**src/rtl/mips_rename_unit.sv**
```systemverilog
// mips_rename_unit
// Register rename stage between decode and issue. Maps the 32 MIPS
// architectural registers onto NUM_PHYS physical tags. It uses a speculative
// map, a retirement map and a circular free list. One rename and one commit
// can happen per cycle. A flush restores the speculative state from the
// retirement state in a single cycle.
//
// Ports
//   clk, rst          clock, synchronous active-high reset
//   ren_valid/ready   rename handshake
//   ren_rs/rt/rw      architectural sources / destination
//   ren_uses_rw       instruction writes a destination
//   ren_ps/pt         physical tags of the sources
//   ren_pw_new/old    allocated destination tag / previous mapping of rw
//   cmt_*             in-order commit: destination, allocated tag, tag to free
//   flush             discard all uncommitted renames
//   free_count        number of free-list entries
module mips_rename_unit #(
  parameter int NUM_PHYS = 64,
  parameter int NUM_ARCH = 32,
  parameter int PTAG_W   = $clog2(NUM_PHYS),
  parameter int FL_DEPTH = NUM_PHYS - NUM_ARCH
) (
  input  logic              clk,
  input  logic              rst,
  input  logic              ren_valid,
  output logic              ren_ready,
  input  logic [4:0]        ren_rs,
  input  logic [4:0]        ren_rt,
  input  logic [4:0]        ren_rw,
  input  logic              ren_uses_rw,
  output logic [PTAG_W-1:0] ren_ps,
  output logic [PTAG_W-1:0] ren_pt,
  output logic [PTAG_W-1:0] ren_pw_new,
  output logic [PTAG_W-1:0] ren_pw_old,
  input  logic              cmt_valid,
  input  logic              cmt_uses_rw,
  input  logic [4:0]        cmt_rw,
  input  logic [PTAG_W-1:0] cmt_pw_new,
  input  logic [PTAG_W-1:0] cmt_pw_old,
  input  logic              flush,
  output logic [PTAG_W:0]   free_count
);

  localparam int PTR_W = (FL_DEPTH > 1) ? $clog2(FL_DEPTH) : 1;

  logic [PTAG_W-1:0] spec_map [NUM_ARCH];
  logic [PTAG_W-1:0] ret_map  [NUM_ARCH];
  logic [PTAG_W-1:0] fl       [FL_DEPTH];
  logic [PTR_W-1:0]  head;
  logic [PTR_W-1:0]  tail;
  logic [PTR_W-1:0]  ret_head;
  logic [PTAG_W:0]   count;

  logic              dst;
  logic              alloc;
  logic              cmt_do;
  logic [PTR_W-1:0]  head_inc;
  logic [PTR_W-1:0]  tail_inc;
  logic [PTR_W-1:0]  ret_head_inc;

  // Depth need not be a power of two, so wrap explicitly.
  function automatic logic [PTR_W-1:0] ptr_inc(input logic [PTR_W-1:0] p);
    return (p == PTR_W'(FL_DEPTH - 1)) ? '0 : p + 1'b1;
  endfunction

  always_comb begin
    dst          = ren_uses_rw && (ren_rw != '0);
    ren_ready    = !rst && !flush && (count != '0);
    alloc        = ren_valid && ren_ready && dst;
    cmt_do       = cmt_valid && cmt_uses_rw && (cmt_rw != '0);
    head_inc     = ptr_inc(head);
    tail_inc     = ptr_inc(tail);
    ret_head_inc = ptr_inc(ret_head);

    // Sources read the mapping before this instruction's own write.
    ren_ps       = spec_map[ren_rs];
    ren_pt       = spec_map[ren_rt];
    ren_pw_old   = spec_map[ren_rw];
    ren_pw_new   = dst ? fl[head] : '0;
    free_count   = count;
  end

  always_ff @(posedge clk) begin
    if (rst) begin
      for (int unsigned i = 0; i < NUM_ARCH; i++) begin
        spec_map[i] <= PTAG_W'(i);
        ret_map[i]  <= PTAG_W'(i);
      end
      for (int unsigned k = 0; k < FL_DEPTH; k++) begin
        fl[k] <= PTAG_W'(NUM_ARCH + k);
      end
      head     <= '0;
      tail     <= '0;
      ret_head <= '0;
      count    <= (PTAG_W+1)'(FL_DEPTH);
    end else begin
      if (cmt_do) begin
        ret_map[cmt_rw] <= cmt_pw_new;
        fl[tail]        <= cmt_pw_old;
        tail            <= tail_inc;
        ret_head        <= ret_head_inc;
      end

      if (flush) begin
        // Recover from the post-commit retirement state, so a commit in the
        // flush cycle is folded into the restored map and allocate point.
        for (int unsigned i = 0; i < NUM_ARCH; i++) begin
          spec_map[i] <= (cmt_do && (cmt_rw == 5'(i))) ? cmt_pw_new : ret_map[i];
        end
        head  <= cmt_do ? ret_head_inc : ret_head;
        count <= (PTAG_W+1)'(FL_DEPTH);
      end else begin
        if (alloc) begin
          spec_map[ren_rw] <= fl[head];
          head             <= head_inc;
        end
        case ({alloc, cmt_do})
          2'b10:   count <= count - 1'b1;
          2'b01:   count <= count + 1'b1;
          default: count <= count;
        endcase
      end
    end
  end

endmodule
```
**config.mk**
```make
export PLATFORM = sky130hd
export DESIGN_NAME = mips_rename_unit
export DESIGN_NICKNAME = d
export VERILOG_FILES = /design/src/rtl/mips_rename_unit.sv
export SDC_FILE = /design/constraint.sdc
export NUM_CORES = 1
export LEC_CHECK = 0
export BUFFER_PORTS_ARGS = -buffer_cell sky130_fd_sc_hd__buf_2
export CORE_UTILIZATION = 38
export CTS_CLUSTER_SIZE = 16
export DETAILED_ROUTE_END_ITERATION = 12
export HOLD_SLACK_MARGIN = 0.12
export PLACE_DENSITY = 0.65
export SYNTH_ARGS = -nofsm -noshare
export SYNTH_HDL_FRONTEND = slang
export SYNTH_SLANG_ARGS = --single-unit
```
**constraint.sdc**
```tcl
create_clock -name clk -period 3.23 [get_ports clk]
set_input_delay 0 -clock clk [delete_from_list [all_inputs] [get_ports clk]]
set_output_delay 0 -clock clk [all_outputs]
set_load 0.05 [all_outputs]
```
After elaboration in Yosys (flattened, before gate mapping). Memory sizes are Yosys's and may differ from the RTL's. A register that Yosys moved wholly into a read port is not among the register bits. Cells that the tools add are included.

Mux-type cells: 95. Bitwise gates (word level): 32. Reductions and logical operators: 51. Add/subtract/negate cells: 5. Equality and inequality tests: 36.

Operators by type and width (number): 2-to-1 mux 6 bit (68); == test 5 bit, second input constant (19); 2-to-1 mux 5 bit (11); == test 5 x 4 -> 1 bit, second input constant (8); logical AND 1 bit (39); bitwise OR 1 bit (32); == test 5 x 3 -> 1 bit, second input constant (4); OR reduction 6 bit (3); adder 5 x 1 -> 5 bit, second input constant (3); 2-to-1 mux 1 bit (15); one-hot mux 7 bit (2 select lines) (1); == test 5 x 2 -> 1 bit, second input constant (2); nonzero test 5 bit (2); adder 7 x 1 -> 7 bit, second input constant (1); nonzero test 7 bit (1); subtractor 7 x 1 -> 7 bit, second input constant (1); == test 5 x 1 -> 1 bit, second input constant (1); zero test 5 bit (1); nonzero test 2 bit (2); == test 2 x 1 -> 1 bit, second input constant (1); == test 2 bit, second input constant (1); zero test 1 bit (2); OR reduction 2 bit (1).

Register bits after elaboration: 22. Word-level logic and storage cells: 226. Memories: 3. Output and inout port bits: 32. Memory bits (writable): 576. Bits of input ports: 39.

Memory list: fl (depth 32, bits a word 6, read ports 1, clocked after Yosys merged registers in 1, wr ports 32, RTL line 49) `logic [PTAG_W-1:0] fl [FL_DEPTH];`; ret_map (depth 32, bits a word 6, read ports 32, clocked after Yosys merged registers in 0, wr ports 32, RTL line 48) `logic [PTAG_W-1:0] ret_map [NUM_ARCH];`; spec_map (depth 32, bits a word 6, read ports 3, clocked after Yosys merged registers in 0, wr ports 32, RTL line 47) `logic [PTAG_W-1:0] spec_map [NUM_ARCH];`.

Logic depth before layout (Yosys ltp).
Word-level depth: 11. Depth in mapped cells: 13. Gate-level depth less buffers: 12.

Worst setup path after synthesis. Ideal clock, no wire load.

Path kind: flip-flop to flip-flop. Start: register count[3] (netlist: free_count[3]). End: register count[6] (netlist: free_count[6]). Data required time: 3.158 ns. Cell stages (with the launch flop): 13. Data arrival time: 3.191 ns. Buffers on the path: 0. Slack: -0.033 ns. Path through: dfxtp_1 -> or4_4 -> o41ai_4 -> nor2_1 -> inv_2 -> ha_1 -> inv_1 -> fa_1 -> a21o_1 -> a21oi_1 -> o21ai_0 -> o311ai_0 -> mux2i_1.

Cells in the longest elaborated chain, start to end: 6. Elaborated cells on any way between the ends: 10.

RTL lines: start, declared (RTL line 53) `logic [PTAG_W:0] count;`; start signal, assigned (RTL line 96) `count <= (PTAG_W+1)'(FL_DEPTH);`; start signal, assigned (RTL line 112) `count <= (PTAG_W+1)'(FL_DEPTH);`; start signal, assigned (RTL line 119) `2'b10: count <= count - 1'b1;`; branches (longest 6 deep; another with adder 7 x 1 -> 7 bit).

Several ways; the timed one is not identified. A chain may end at the register's enable or synchronous reset.

==> results.sh <==
export IMPL_status="finished clean"
export IMPL_area_growth_pct=13.2
export IMPL_fp_dieW_um=294
export IMPL_grt_max_degree=114
export IMPL_finalWeightedCongestion=0.965
export IMPL_worstSkewPairLatency_ns=0.62
export IMPL_synth_seq_cells=603
export IMPL_period_needed_ns=3.20
export IMPL_vias_per_cell=6.20
export IMPL_coreArea_sq_mm=0.0840
export IMPL_setup_viol=0
export IMPL_final_util=0.437
export IMPL_synthesis_instances=2421
export IMPL_grt_use_total=0.228
export IMPL_initial_core_util=0.386
export IMPL_first_global_vias=21600
export IMPL_p_sw_frac=0.259
export IMPL_dpl_cell_area_sq_mm=0.0339
export IMPL_worstMarginPinSlew_ns=1.23
export IMPL_critPathMaxFanout=32
export IMPL_peakVddDrop_v=0.000375
export IMPL_die_y_um=294
export IMPL_post_route_cell_area_sq_mm=0.0367
export IMPL_vias=22600
export IMPL_top_usage_layer="met2"
export IMPL_path_cells="buf_4, mux4_2, a22o_1, a221oi_1, and3_1, buf_12, nor2_1, buf_2"
export IMPL_die_area_sq_mm=0.0864
export IMPL_cts_made_buffers=69
export IMPL_dr_pass1_iters=6
export IMPL_drt_initial_drc_count=2920
export IMPL_numPortBuffers=70
export IMPL_multiInputGateArea_sq_mm=0.0134
export IMPL_power_mw=20.1
export IMPL_path_clk_slew_ns=0.06
export IMPL_rows=106
export IMPL_power_density_mw_per_mm2=547
export IMPL_drt_wl_total_mm=101
export IMPL_dp_hpwl_mm=66.8
export IMPL_crit_type="reg2out"
export IMPL_antenna_found_initial=6
export IMPL_postRouteAntennaNets=0
export IMPL_wl_per_cell_um=27.8
export IMPL_max_stage_delay_ns=0.53
export IMPL_fin_crit_sh=0.990
export IMPL_grt_met2_usage=0.360
export IMPL_worst_ep_required_time_ns=3.23
export IMPL_crit_slowest_cell="mux4_2"
export IMPL_synth_distinct_cells=68
export IMPL_power_switching_mw=5.20
export IMPL_p_leak_nw=12.4
export IMPL_final_max_slew_viol_count=0
export IMPL_nFillCells=7486
export IMPL_io_pins=71
export IMPL_p_int_mw=14.9
export IMPL_synthArstFlopShare=0
export IMPL_critPathLaunchType="flop"
export IMPL_p_clk_frac=0.414
export IMPL_fin_nets=2499
export IMPL_ys_flop_type="edfxtp_1"
export IMPL_clkSinkCount=603
export IMPL_cts_root_buf="clkbuf_16"
export IMPL_hp_class="in2reg"
export IMPL_grt_overflow=0
export IMPL_grt_pass1_wl_mm=145
export IMPL_gr_usage_met3=0.0502
export IMPL_synth_area_sq_mm=0.0324
export IMPL_crit_arrival_ns=3.20
export IMPL_timing_fmax_mhz=313
export IMPL_synth_edff_count=576
export IMPL_yosys_warnings=0
export IMPL_cts_tree="done"
export IMPL_p_comb_frac=0.128
export IMPL_power_frac_seq=0.458
export IMPL_htree_levels=3
export IMPL_relSlewSlack=0.177
export IMPL_avgSynthCellArea_sq_um=13.4
export IMPL_cp_end_kind="output pin"
export IMPL_drc=0
export IMPL_drv_cap=0
export IMPL_layout_drive_gt1_share=0.217
export IMPL_cts_path_max_buffers=3
export IMPL_finalHoldViolCount=0
export IMPL_use_met1=0.303
export IMPL_seq_area_sq_mm=0.0178
export IMPL_fin_skew_ns=0.0348
export IMPL_yosysSeqAreaShare=0.551
-- path summary, 6_finish.rpt --
check / start / to / slack [ns] / cells after the start
setup / recovery: flop / ren_pw_new[3] / 0.03 / 8
hold / removal: cmt_pw_old[5] / fl[6][5] / 0.17 / 2
setup reg to reg: free_count[1] / spec_map[21][3] / 0.16 / 6
hold reg to reg: free_count[6] / free_count[6] / 0.49 / 2
-- per-layer routing --
metal,vias to the layer above,part of all wire,routed length (um)
met2,1410,0.46,46800
met5,-,0.00041,41
li1,9497,-,-
met3,254,0.11,11000
met1,11400,0.38,38800
met4,6,0.044,4470
-- layout by cell type (no fill, tap or decap), types with 7 or more instances in the layout --
cell | netlist | routed
nand2_1 | 118 | 118
ha_1 | 15 | 15
or3_1 | 96 | 96
o22ai_1 | 81 | 81
nand2b_1 | 63 | 62
mux2i_1 | 240 | 240
dlygate4sd3_1 | 0 | 18
nor2_1 | 111 | 111
clkbuf_16 | 0 | 74
nand3b_1 | 7 | 7
or2_2 | 34 | 34
mux4_2 | 192 | 192
nor3_1 | 69 | 69
bufinv_16 | 0 | 11
inv_1 | 28 | 28
clkinv_1 | 0 | 12
and3_1 | 55 | 52
a21oi_1 | 80 | 79
buf_2 | 30 | 67
nand3_1 | 84 | 84
mux2_2 | 15 | 15
o21ai_0 | 36 | 36
buf_4 | 17 | 80
buf_12 | 1 | 16
a22oi_1 | 65 | 65
clkbuf_1 | 152 | 16
dfxtp_1 | 27 | 23
edfxtp_1 | 576 | 576
and2_1 | 91 | 91
-- flip-flops by register name, summed over array words and instances (netlist names), named ones only --
register / count
head: 5
tail: 5
free_count: 7
spec_map: 192
ret_map: 192
ret_head: 5
fl: 192
-- synth_stat cells, types with 3 or more instances --
cell       instances  share of area
xnor2_1            3        0.00081
a21oi_1           80          0.012
o22ai_1           81          0.016
a21o_1             3        0.00070
nor2b_1            7         0.0014
nor3_1            69          0.011
and2_1            91          0.018
o21a_1             3        0.00070
buf_6             17         0.0059
and3_1            55          0.011
o21ai_0           36         0.0056
a31oi_1            5        0.00097
nor2_1           111          0.013
nor3b_1            5         0.0012
nand2b_1          63          0.012
inv_1             28         0.0032
ha_1              15         0.0058
and3b_1            6         0.0016
nand4_1            3        0.00058
nand3_2            4         0.0012
edfxtp_1         576           0.53
buf_4             17         0.0039
buf_1             20         0.0023
a22o_1             6         0.0016
buf_2             30         0.0046
mux2i_1          240          0.074
o2111ai_1          5         0.0014
nor3_2             5         0.0015
or3_1             96          0.019
mux2_2            15         0.0052
a22oi_1           65          0.015
a211oi_1           5         0.0012
nor4_1             5        0.00097
mux4_2           192           0.13
or2_2             34         0.0066
a221oi_1           7         0.0019
clkbuf_1         152          0.018
nand2_1          118          0.014
nand3b_1           7         0.0016
nand3_1           84          0.013
dfxtp_1           27          0.017
-- cell families (layout without fill, tap and decap cells) --
family / after synthesis / in the layout / share of synthesized area
compound gates: 308 / 308 / 0.0610
simple gates: 773 / 773 / 0.129
flops: 603 / 603 / 0.551
xor+xnor: 4 / 4 / 0.00108
mux: 448 / 448 / 0.213
other cells: 1 / 12 / 0.000116
buf+inv: 268 / 340 / 0.0390
fa+ha+maj: 16 / 16 / 0.00641
-- layout make-up --
class	count	area share
diodes	6	0.000409
flip-flops and latches	603	0.487
repair buffers	185	0.0415
inverters	30	0.00307
well taps	1134	0.0387
clock inverters	35	0.0142
multi-input cells	1555	0.364
clock buffers	90	0.0512
-- per-stage QoR --
| stage | TNS [ns] | hold slack, ns | instances | setup slack, ns |
|---|---|---|---|---|
| floorplan | 0 | 0.180 | 2426 | 0.0194 |
| global placement | 0 | 0.288 | 3481 | 0.0876 |
| detailed placement | 0 | 0.291 | 3481 | 0.100 |
| CTS | 0 | 0.142 | 3627 | 0.00158 |
| global route | -0.00866 | 0.188 | 3635 | -0.00866 |
| finish | 0 | 0.171 | 3638 | 0.0309 |
-- repair_timing --
item / 4_1_cts / 5_1_grt
gates resized for setup: 3 / 12
hold buffers: 18 / 0
endpoints found under the setup margin: 6 / 6
endpoints found under the hold margin: 173 / 0
gates cloned: 0 / 3
setup buffers: 3 / 2
-- critical path, delay by kind of cell (launching register included) --
family,cells,cell delay [ns]
AO/OA/AOI/OAI,2,0.54
AND/OR/NAND/NOR,2,0.37
flip-flops,1,0.41
buffers and inverters,3,0.70
multiplexers,1,0.53
-- power by group through the flow --
stage                     clock network (mW)  registers, mW  logic (mW)
final                                   8.30           9.19        2.57
after global routing                    8.65           9.21        2.64
after CTS                               8.38           9.17        2.44
after detailed placement                   0           9.34        2.40
after global placement                     0           9.31        2.36
after floorplan                            0           9.21        1.58
(Power assumes the default switching activity.)
